<file path="src/rtl/pixel_stream_decoder.sv">
// Assembles R,G,B byte triples from the UART stream into framebuffer writes.
// An idle gap realigns the stream to pixel (0,0).
module pixel_stream_decoder #(
  parameter int X_RES        = 32,
  parameter int Y_RES        = 16,
  parameter int IDLE_TIMEOUT = 4800,
  parameter int TIMER_WIDTH  = 16
) (
  input  logic       clk,
  input  logic       reset,
  input  logic [7:0] rx_data,
  input  logic       rx_strobe,
  output logic [7:0] r,
  output logic [7:0] g,
  output logic [7:0] b,
  output logic [7:0] x,
  output logic [7:0] y,
  output logic       strobe,
  output logic       frame_done,
  output logic       resync
);

  localparam int XW = (X_RES > 1) ? $clog2(X_RES) : 1;
  localparam int YW = (Y_RES > 1) ? $clog2(Y_RES) : 1;

  typedef enum logic [1:0] {
    CH_R,
    CH_G,
    CH_B
  } ch_t;

  ch_t                   ch;
  ch_t                   ch_next;
  logic [XW-1:0]         pos_x;
  logic [YW-1:0]         pos_y;
  logic [TIMER_WIDTH-1:0] timer;
  logic [7:0]            r_hold;
  logic [7:0]            g_hold;

  logic pixel_done;
  logic timeout_hit;
  logic last_x;
  logic last_y;

  assign pixel_done  = rx_strobe && (ch == CH_B);
  assign timeout_hit = !rx_strobe &&
                       (timer == TIMER_WIDTH'(IDLE_TIMEOUT - 1));
  assign last_x      = (pos_x == XW'(X_RES - 1));
  assign last_y      = (pos_y == YW'(Y_RES - 1));

  always_ff @(posedge clk) begin
    if (reset) ch <= CH_R;
    else       ch <= ch_next;
  end

  always_comb begin
    ch_next = ch;
    if (rx_strobe) begin
      unique case (ch)
        CH_R:    ch_next = CH_G;
        CH_G:    ch_next = CH_B;
        CH_B:    ch_next = CH_R;
        default: ch_next = CH_R;
      endcase
    end else if (timeout_hit) begin
      ch_next = CH_R;
    end
  end

  // Timer saturates so the resync action fires once per gap.
  always_ff @(posedge clk) begin
    if (reset)
      timer <= '0;
    else if (rx_strobe)
      timer <= '0;
    else if (timer != TIMER_WIDTH'(IDLE_TIMEOUT))
      timer <= timer + TIMER_WIDTH'(1);
  end

  always_ff @(posedge clk) begin
    if (reset) begin
      pos_x <= '0;
      pos_y <= '0;
    end else if (pixel_done) begin
      if (last_x) begin
        pos_x <= '0;
        pos_y <= last_y ? '0 : pos_y + YW'(1);
      end else begin
        pos_x <= pos_x + XW'(1);
      end
    end else if (timeout_hit) begin
      pos_x <= '0;
      pos_y <= '0;
    end
  end

  always_ff @(posedge clk) begin
    if (reset) begin
      r_hold <= '0;
      g_hold <= '0;
    end else if (rx_strobe) begin
      if (ch == CH_R) r_hold <= rx_data;
      if (ch == CH_G) g_hold <= rx_data;
    end
  end

  always_ff @(posedge clk) begin
    if (reset) begin
      r          <= '0;
      g          <= '0;
      b          <= '0;
      x          <= '0;
      y          <= '0;
      strobe     <= 1'b0;
      frame_done <= 1'b0;
      resync     <= 1'b0;
    end else begin
      strobe     <= pixel_done;
      frame_done <= pixel_done && last_x && last_y;
      resync     <= timeout_hit && (ch != CH_R);
      if (pixel_done) begin
        r <= r_hold;
        g <= g_hold;
        b <= rx_data;
        x <= 8'(pos_x);
        y <= 8'(pos_y);
      end
    end
  end

endmodule
</file>
<file path="config.mk">
export PLATFORM = sky130hd
export DESIGN_NAME = pixel_stream_decoder
export DESIGN_NICKNAME = d
export VERILOG_FILES = /design/src/rtl/pixel_stream_decoder.sv
export SDC_FILE = /design/constraint.sdc
export NUM_CORES = 1
export LEC_CHECK = 0
export ABC_AREA = 1
export CAP_MARGIN = 0
export CORE_MARGIN = 2
export CORE_UTILIZATION = 52
export DETAILED_ROUTE_END_ITERATION = 10
export GPL_ROUTABILITY_DRIVEN = 0
export PLACE_DENSITY = 0.81
export SLEW_MARGIN = 10
export SYNTH_ARGS = -nofsm -noshare
export SYNTH_HDL_FRONTEND = slang
export SYNTH_SLANG_ARGS = --single-unit
export TNS_END_PERCENT = 1
</file>
<file path="constraint.sdc">
create_clock -name clk -period 2.07 [get_ports clk]
set_clock_uncertainty 0.15 [all_clocks]
set_input_delay 0.5175 -clock clk [delete_from_list [all_inputs] [get_ports clk]]
set_output_delay 0.5175 -clock clk [all_outputs]
set_load 0.01 [all_outputs]
</file>
Word-level counts from Yosys, hierarchy flattened --
Index checks and enable logic that the tools add are counted.
Operators by class: reduce and logical (&&, ||, !) cells 14, add/sub/neg operators 3, equal/unequal tests 7, mux-type cells 10
Operator list (count):
- 16-bit by 1-bit adder with 16-bit output, second input constant | 1
- 16-bit by 13-bit == test with 1-bit output, second input constant | 1
- 4-bit 2-to-1 mux | 4
- 16-bit by 13-bit inequality test with 1-bit output, second input constant | 1
- 5-bit 2-to-1 mux | 3
- 2-bit AND reduction | 3
- 2-bit nonzero test | 3
- 5-bit by 1-bit adder with 5-bit output, second input constant | 1
- 5-bit == test, second input constant | 1
- 1-bit logical AND | 5
- 4-bit by 1-bit adder with 4-bit output, second input constant | 1
- 4-bit == test, second input constant | 1
- 2-bit 2-to-1 mux | 2
- 2-bit one-hot mux with 2 select lines | 1
- 2-bit by 1-bit == test with 1-bit output, second input constant | 1
- 2-bit == test, second input constant | 1
- 2-bit logical NOT | 1
- 2-bit by 1-bit inequality test with 1-bit output, second input constant | 1
- 2-bit OR reduction | 1
- 1-bit logical NOT | 1
Storage, ports and cells: register bits 79, logic and storage cells 48

Longest topological paths before layout --
depth in word-level cells 4, mapped depth 9, mapped depth without buffers 9

Worst setup path after synthesis --
Ideal clock, no wire load.
kind flip-flop to flip-flop, start point register pos_x[0], end point register pos_y[0], path slack 0.592 ns, library setup time 0.113 ns, arrival time 1.215 ns, buffers on the path 0, stages on the path, launching flop included 10, clock period less this slack 1.478 ns, data required time 1.807 ns, path through dfxtp_1 ha_1 inv_1 nor3_1 ha_1 nand2_1 nand2_2 nand2_1 nand2_1 nor2_1
On the way: cells in the longest elaborated chain, start to end 3
Ends and longest elaborated chain:
- start: declaration | line 34 | logic [XW-1:0] pos_x;
- start signal: assignment | line 89 | pos_x <= pos_x + XW'(1);
- 5-bit == test | line 48 | assign last_x = (pos_x == XW'(X_RES - 1));
- 2-bit by 1-bit inequality test with 1-bit output (no line)
- 2-bit AND reduction (no line)
- end signal: assignment | line 87 | pos_y <= last_y ? '0 : pos_y + YW'(1);
- end: declaration | line 35 | logic [YW-1:0] pos_y;
Every way passes these cells. A chain may end at the register's enable or synchronous reset.

Worst setup path in the final report --
start point register g[3], end point output g[3]
RTL lines:
- start: declaration | line 14 | output logic [7:0] g,
- start signal: assignment | line 123 | g <= g_hold;
No word-level cell between the ends.

==> flow_results.org <==
** Yosys
- Fraction of synthesis flops using an asynchronous set or reset pin :: 0
- Complex-gate fraction of the synthesized area :: 0.147
- Main combinational cell family by area after synthesis :: simple AND/OR/NAND/NOR gates
- Of the synthesized area, sequential elements account for 0.500.
- FF+latch count, synth :: 79
- Most used flip-flop cell after synthesis :: sky130_fd_sc_hd__dfxtp_1
- Of the total synthesized cell area, the portion taken by full adders, half adders and majority gates is 0.0198.
- Synthesized area per cell :: 7.56 sq um
- Multiplexer share of the synthesized area :: 0
- Of the total synthesized cell area, the portion taken by XOR and XNOR cells is 0.00831.
- In this run, synthesis inferred 0 flip-flops with an integrated enable.
- After synthesis, the netlist uses 26 different library cells.
- Area of the mapped netlist :: 3160 sq um
- Share of synthesized cell area in and, or, nand and nor gates :: 0.245
- Gate count of the mapped netlist :: 418
- Synth warn :: 0

** Clocking
- Counting every sink on the clock net gives 79.
- Buffers inserted by post-CTS timing repair :: 0
- CTS clk-pin slew, worst paths :: 0.09 ns
- In this run the deepest clock path goes through 2 buffers.
- Skew-Pair Late Insertion Delay :: 0.36 ns
- Number of H-tree branching levels :: 3
- Buffers inserted to repair hold after CTS numbered 0.
- Post-CTS repair changed the size of 0 cells.
- The tree is rooted in a sky130_fd_sc_hd__clkbuf_8.
- TritonCTS clock tree :: built
- Number of CTS-inserted buffers :: 9

** Pwr
- The worst-case IR drop observed on VDD is 0.550 mV.
- In this run the power density over the cells is 734 nW/um^2.
- Leakage power of the design :: 0.00145 uW

** Finish
- The multi-input combinational cells in the finished layout cover a total of 1360 sq um.
- In the final layout, flip-flops and latches occupy 1580 sq um.
- Layout Cells excl Fill :: 547
- # diodes :: 0
- Fill cells in the final layout number 516.
- In the final layout, the share of cells above drive strength 1 is 0.0678.
- Relative to the synthesized area, the layout overhead comes to 23.1%.
- Finished layout cell area :: 3890 sq um
- For this run, the post-layout net count is 483.

** Worst setup path
- Critical path cell sequence :: clkdlybuf4s50_1
- The worst setup path is of the flop to output port kind.
- For the worst setup path, the data required time is 1.40 ns.
- Crit path DAT :: 1.26 ns
- Start of the worst register-to-register path :: pos_x[0]$_SDFFE_PP0P_
- Largest stage delay, worst path :: 0.54 ns
- Grouping stages by cell kind, the critical path spends the most delay in buffers and inverters.
- Crit path from :: g[3]$_SDFFE_PP0P_
- The worst setup path is captured at an output port.
- Of all nets on the critical path, the largest fanout is 2.
- The slowest stage of the critical path is the sky130_fd_sc_hd__clkdlybuf4s50_1 cell.
- Startpoint type of the worst setup path :: flop
- Together, buffers and inverters on the worst path number 1.

** Worst hold path
- Hold Path Class :: flop to flop
- The startpoint identified for the worst hold timing path is pos_x[3]$_SDFFE_PP0P_.

** Detailed routing
- In the routed design, unresolved DRC markers number 0.
- Dividing the detail-routed wire length by the instance count gives 12.1 microns.
- Detailed routing inserted a total of 2,819 vias.
- Drt first-iter violations :: 177
- Routed via count divided by cell count :: 5.15
- The detail route stage leaves a number of antenna-violating nets equal to 0.
- After detailed routing, the total wire length is 6620 microns.
- The first detailed-routing pass ran for 4 iterations.

** Die
- The floorplan has 28 rows.
- Standard cell core area :: 5890 sq um
- For this configuration, the core starts out at a cell density of 0.537.
- Total die area :: 6720 sq um
- The die is 82.0 microns wide.
- Vertical die dimension :: 82.0 microns
- I/O pin total :: 54

** Placed design
- Once placement completed, the tool counted placed cells totaling 531.
- HPWL after detailed placement :: 4670 microns
- # port buffers :: 46
- Dpl cell area :: 3710 sq um

** GRT
- Global-route wire length before repair :: 11,300 microns
- In the global route stage, overall resource usage came out at 0.221.
- Global routing finished with a remaining overflow of 0.
- The number of antenna violations at the first check in global routing came to 0.
- Entering global routing, the biggest net connects 57 pins.
- The number of global-route vias before repair was 2,557.

** Timing
- The number of pins exceeding their max-slew limit in the final report was 0.
- The worst path needs 1.92 ns of the cycle, external delays included.
- Setup violations remaining at the end of the flow were counted as 0.
- Setup total negative slack :: 0 ns
- Final critical-path share of the clock period :: 0.929
- Hold Vio Cnt, Final :: 0
- Achievable frequency :: 0.520 GHz
- Setup repair after global routing left no endpoint under its margin.

** Flow run
- Max Cap Violations :: 0

** Status
- Outcome :: finished, final reports clean
cells by family after synthesis:
group / after synthesis
AO/OA/AOI/OAI: 93
flip-flops: 79
AND/OR/NAND/NOR: 183
other: 1
buffers and inverters: 54
adder cells (fa/ha/maj): 5
XOR/XNOR: 3
worst min-delay path, cell delays in order (launching register included):
cell                      delay [ns]
sky130_fd_sc_hd__dfxtp_1        0.32
sky130_fd_sc_hd__nand3_1        0.07
sky130_fd_sc_hd__a21oi_1        0.05
final timing paths:
path | end | slack [ns] | depth (start not counted)
max | g[3] | 0.15 | 1
min reg2reg | pos_x[3]$_SDFFE_PP0P_ | 0.33 | 2
min | pos_x[3]$_SDFFE_PP0P_ | 0.33 | 2
max reg2reg | pos_y[0]$_SDFFE_PP0P_ | 0.39 | 9
placed cells by master, fill, tap and decap left out, types with 2 or more instances in the layout:
cell,synthesis,layout
sky130_fd_sc_hd__a21oi_1,27,27
sky130_fd_sc_hd__buf_12,0,3
sky130_fd_sc_hd__buf_4,8,5
sky130_fd_sc_hd__clkbuf_8,0,9
sky130_fd_sc_hd__clkdlybuf4s50_1,0,46
sky130_fd_sc_hd__clkinv_2,1,2
sky130_fd_sc_hd__clkinv_4,0,2
sky130_fd_sc_hd__clkinvlp_4,0,2
sky130_fd_sc_hd__conb_1,1,7
sky130_fd_sc_hd__dfxtp_1,79,79
sky130_fd_sc_hd__ha_1,5,5
sky130_fd_sc_hd__inv_1,30,30
sky130_fd_sc_hd__nand2_1,35,35
sky130_fd_sc_hd__nand3_1,17,17
sky130_fd_sc_hd__nand4_1,4,4
sky130_fd_sc_hd__nor2_1,112,112
sky130_fd_sc_hd__nor2_2,2,2
sky130_fd_sc_hd__nor3_1,7,7
sky130_fd_sc_hd__o21ai_0,66,66
sky130_fd_sc_hd__xor2_1,2,2
stage by stage:
step | setup slack, ns | utilization | hold slack (ns) | total power, uW
6_report | 0.147 | 0.661 | 0.330 | 2860
5_1_grt | 0.0861 | 0.661 | 0.362 | 3000
4_1_cts | 0.118 | 0.661 | 0.330 | 2890
3_5_place_dp | -0.0324 | 0.630 | 0.316 | 1840
3_3_place_gp | 0.0124 | 0.630 | 0.303 | 1840
2_1_floorplan | 0.592 | - | 0.290 | 1760
flip-flops by register name, indices dropped and copies added (netlist names):
name / count
b: 8
ch: 2
frame_done: 1
g: 8
g_hold: 8
pos_x: 5
pos_y: 4
r: 8
r_hold: 8
resync: 1
strobe: 1
timer: 16
x: 5
y: 4
cell type report:
type	instances	share of cell area
Clock inverter	7	0.0148
Clock buffer	9	0.0318
Timing Repair Buffer	54	0.143
Tap cell	75	0.0241
Inverter	32	0.0312
Multi-Input combinational cell	291	0.348
Sequential cell	79	0.406
power breakdown:
part	internal [uW]	total [uW]	switching, uW
Combinational	96.9	221	124
Clock	449	1050	598
Sequential	1560	1590	24.7
Total	2110	2860	747
layer usage:
metal / GRT usage / routed length, microns / vias to the layer above
met1: 0.290 / 3190 / 1301
met5: 0 / 0 / -
met2: 0.337 / 2970 / 67
met4: 0.0883 / 87 / 0
met3: 0.0692 / 373 / 9
li1: - / - / 1442
cell usage after synthesis, types with 2 or more instances:
cell	number	area (sq um)
sky130_fd_sc_hd__nor2_1	112	420
sky130_fd_sc_hd__dfxtp_1	79	1580
sky130_fd_sc_hd__o21ai_0	66	330
sky130_fd_sc_hd__nand2_1	35	131
sky130_fd_sc_hd__inv_1	30	113
sky130_fd_sc_hd__a21oi_1	27	135
sky130_fd_sc_hd__nand3_1	17	85.1
sky130_fd_sc_hd__buf_4	8	60.1
sky130_fd_sc_hd__clkbuf_1	8	30.0
sky130_fd_sc_hd__nor3_1	7	35.0
sky130_fd_sc_hd__buf_2	5	25.0
sky130_fd_sc_hd__ha_1	5	62.6
sky130_fd_sc_hd__nand4_1	4	25.0
sky130_fd_sc_hd__nor2_2	2	12.5
sky130_fd_sc_hd__xor2_1	2	17.5
Power figures use the tool's default switching activity.
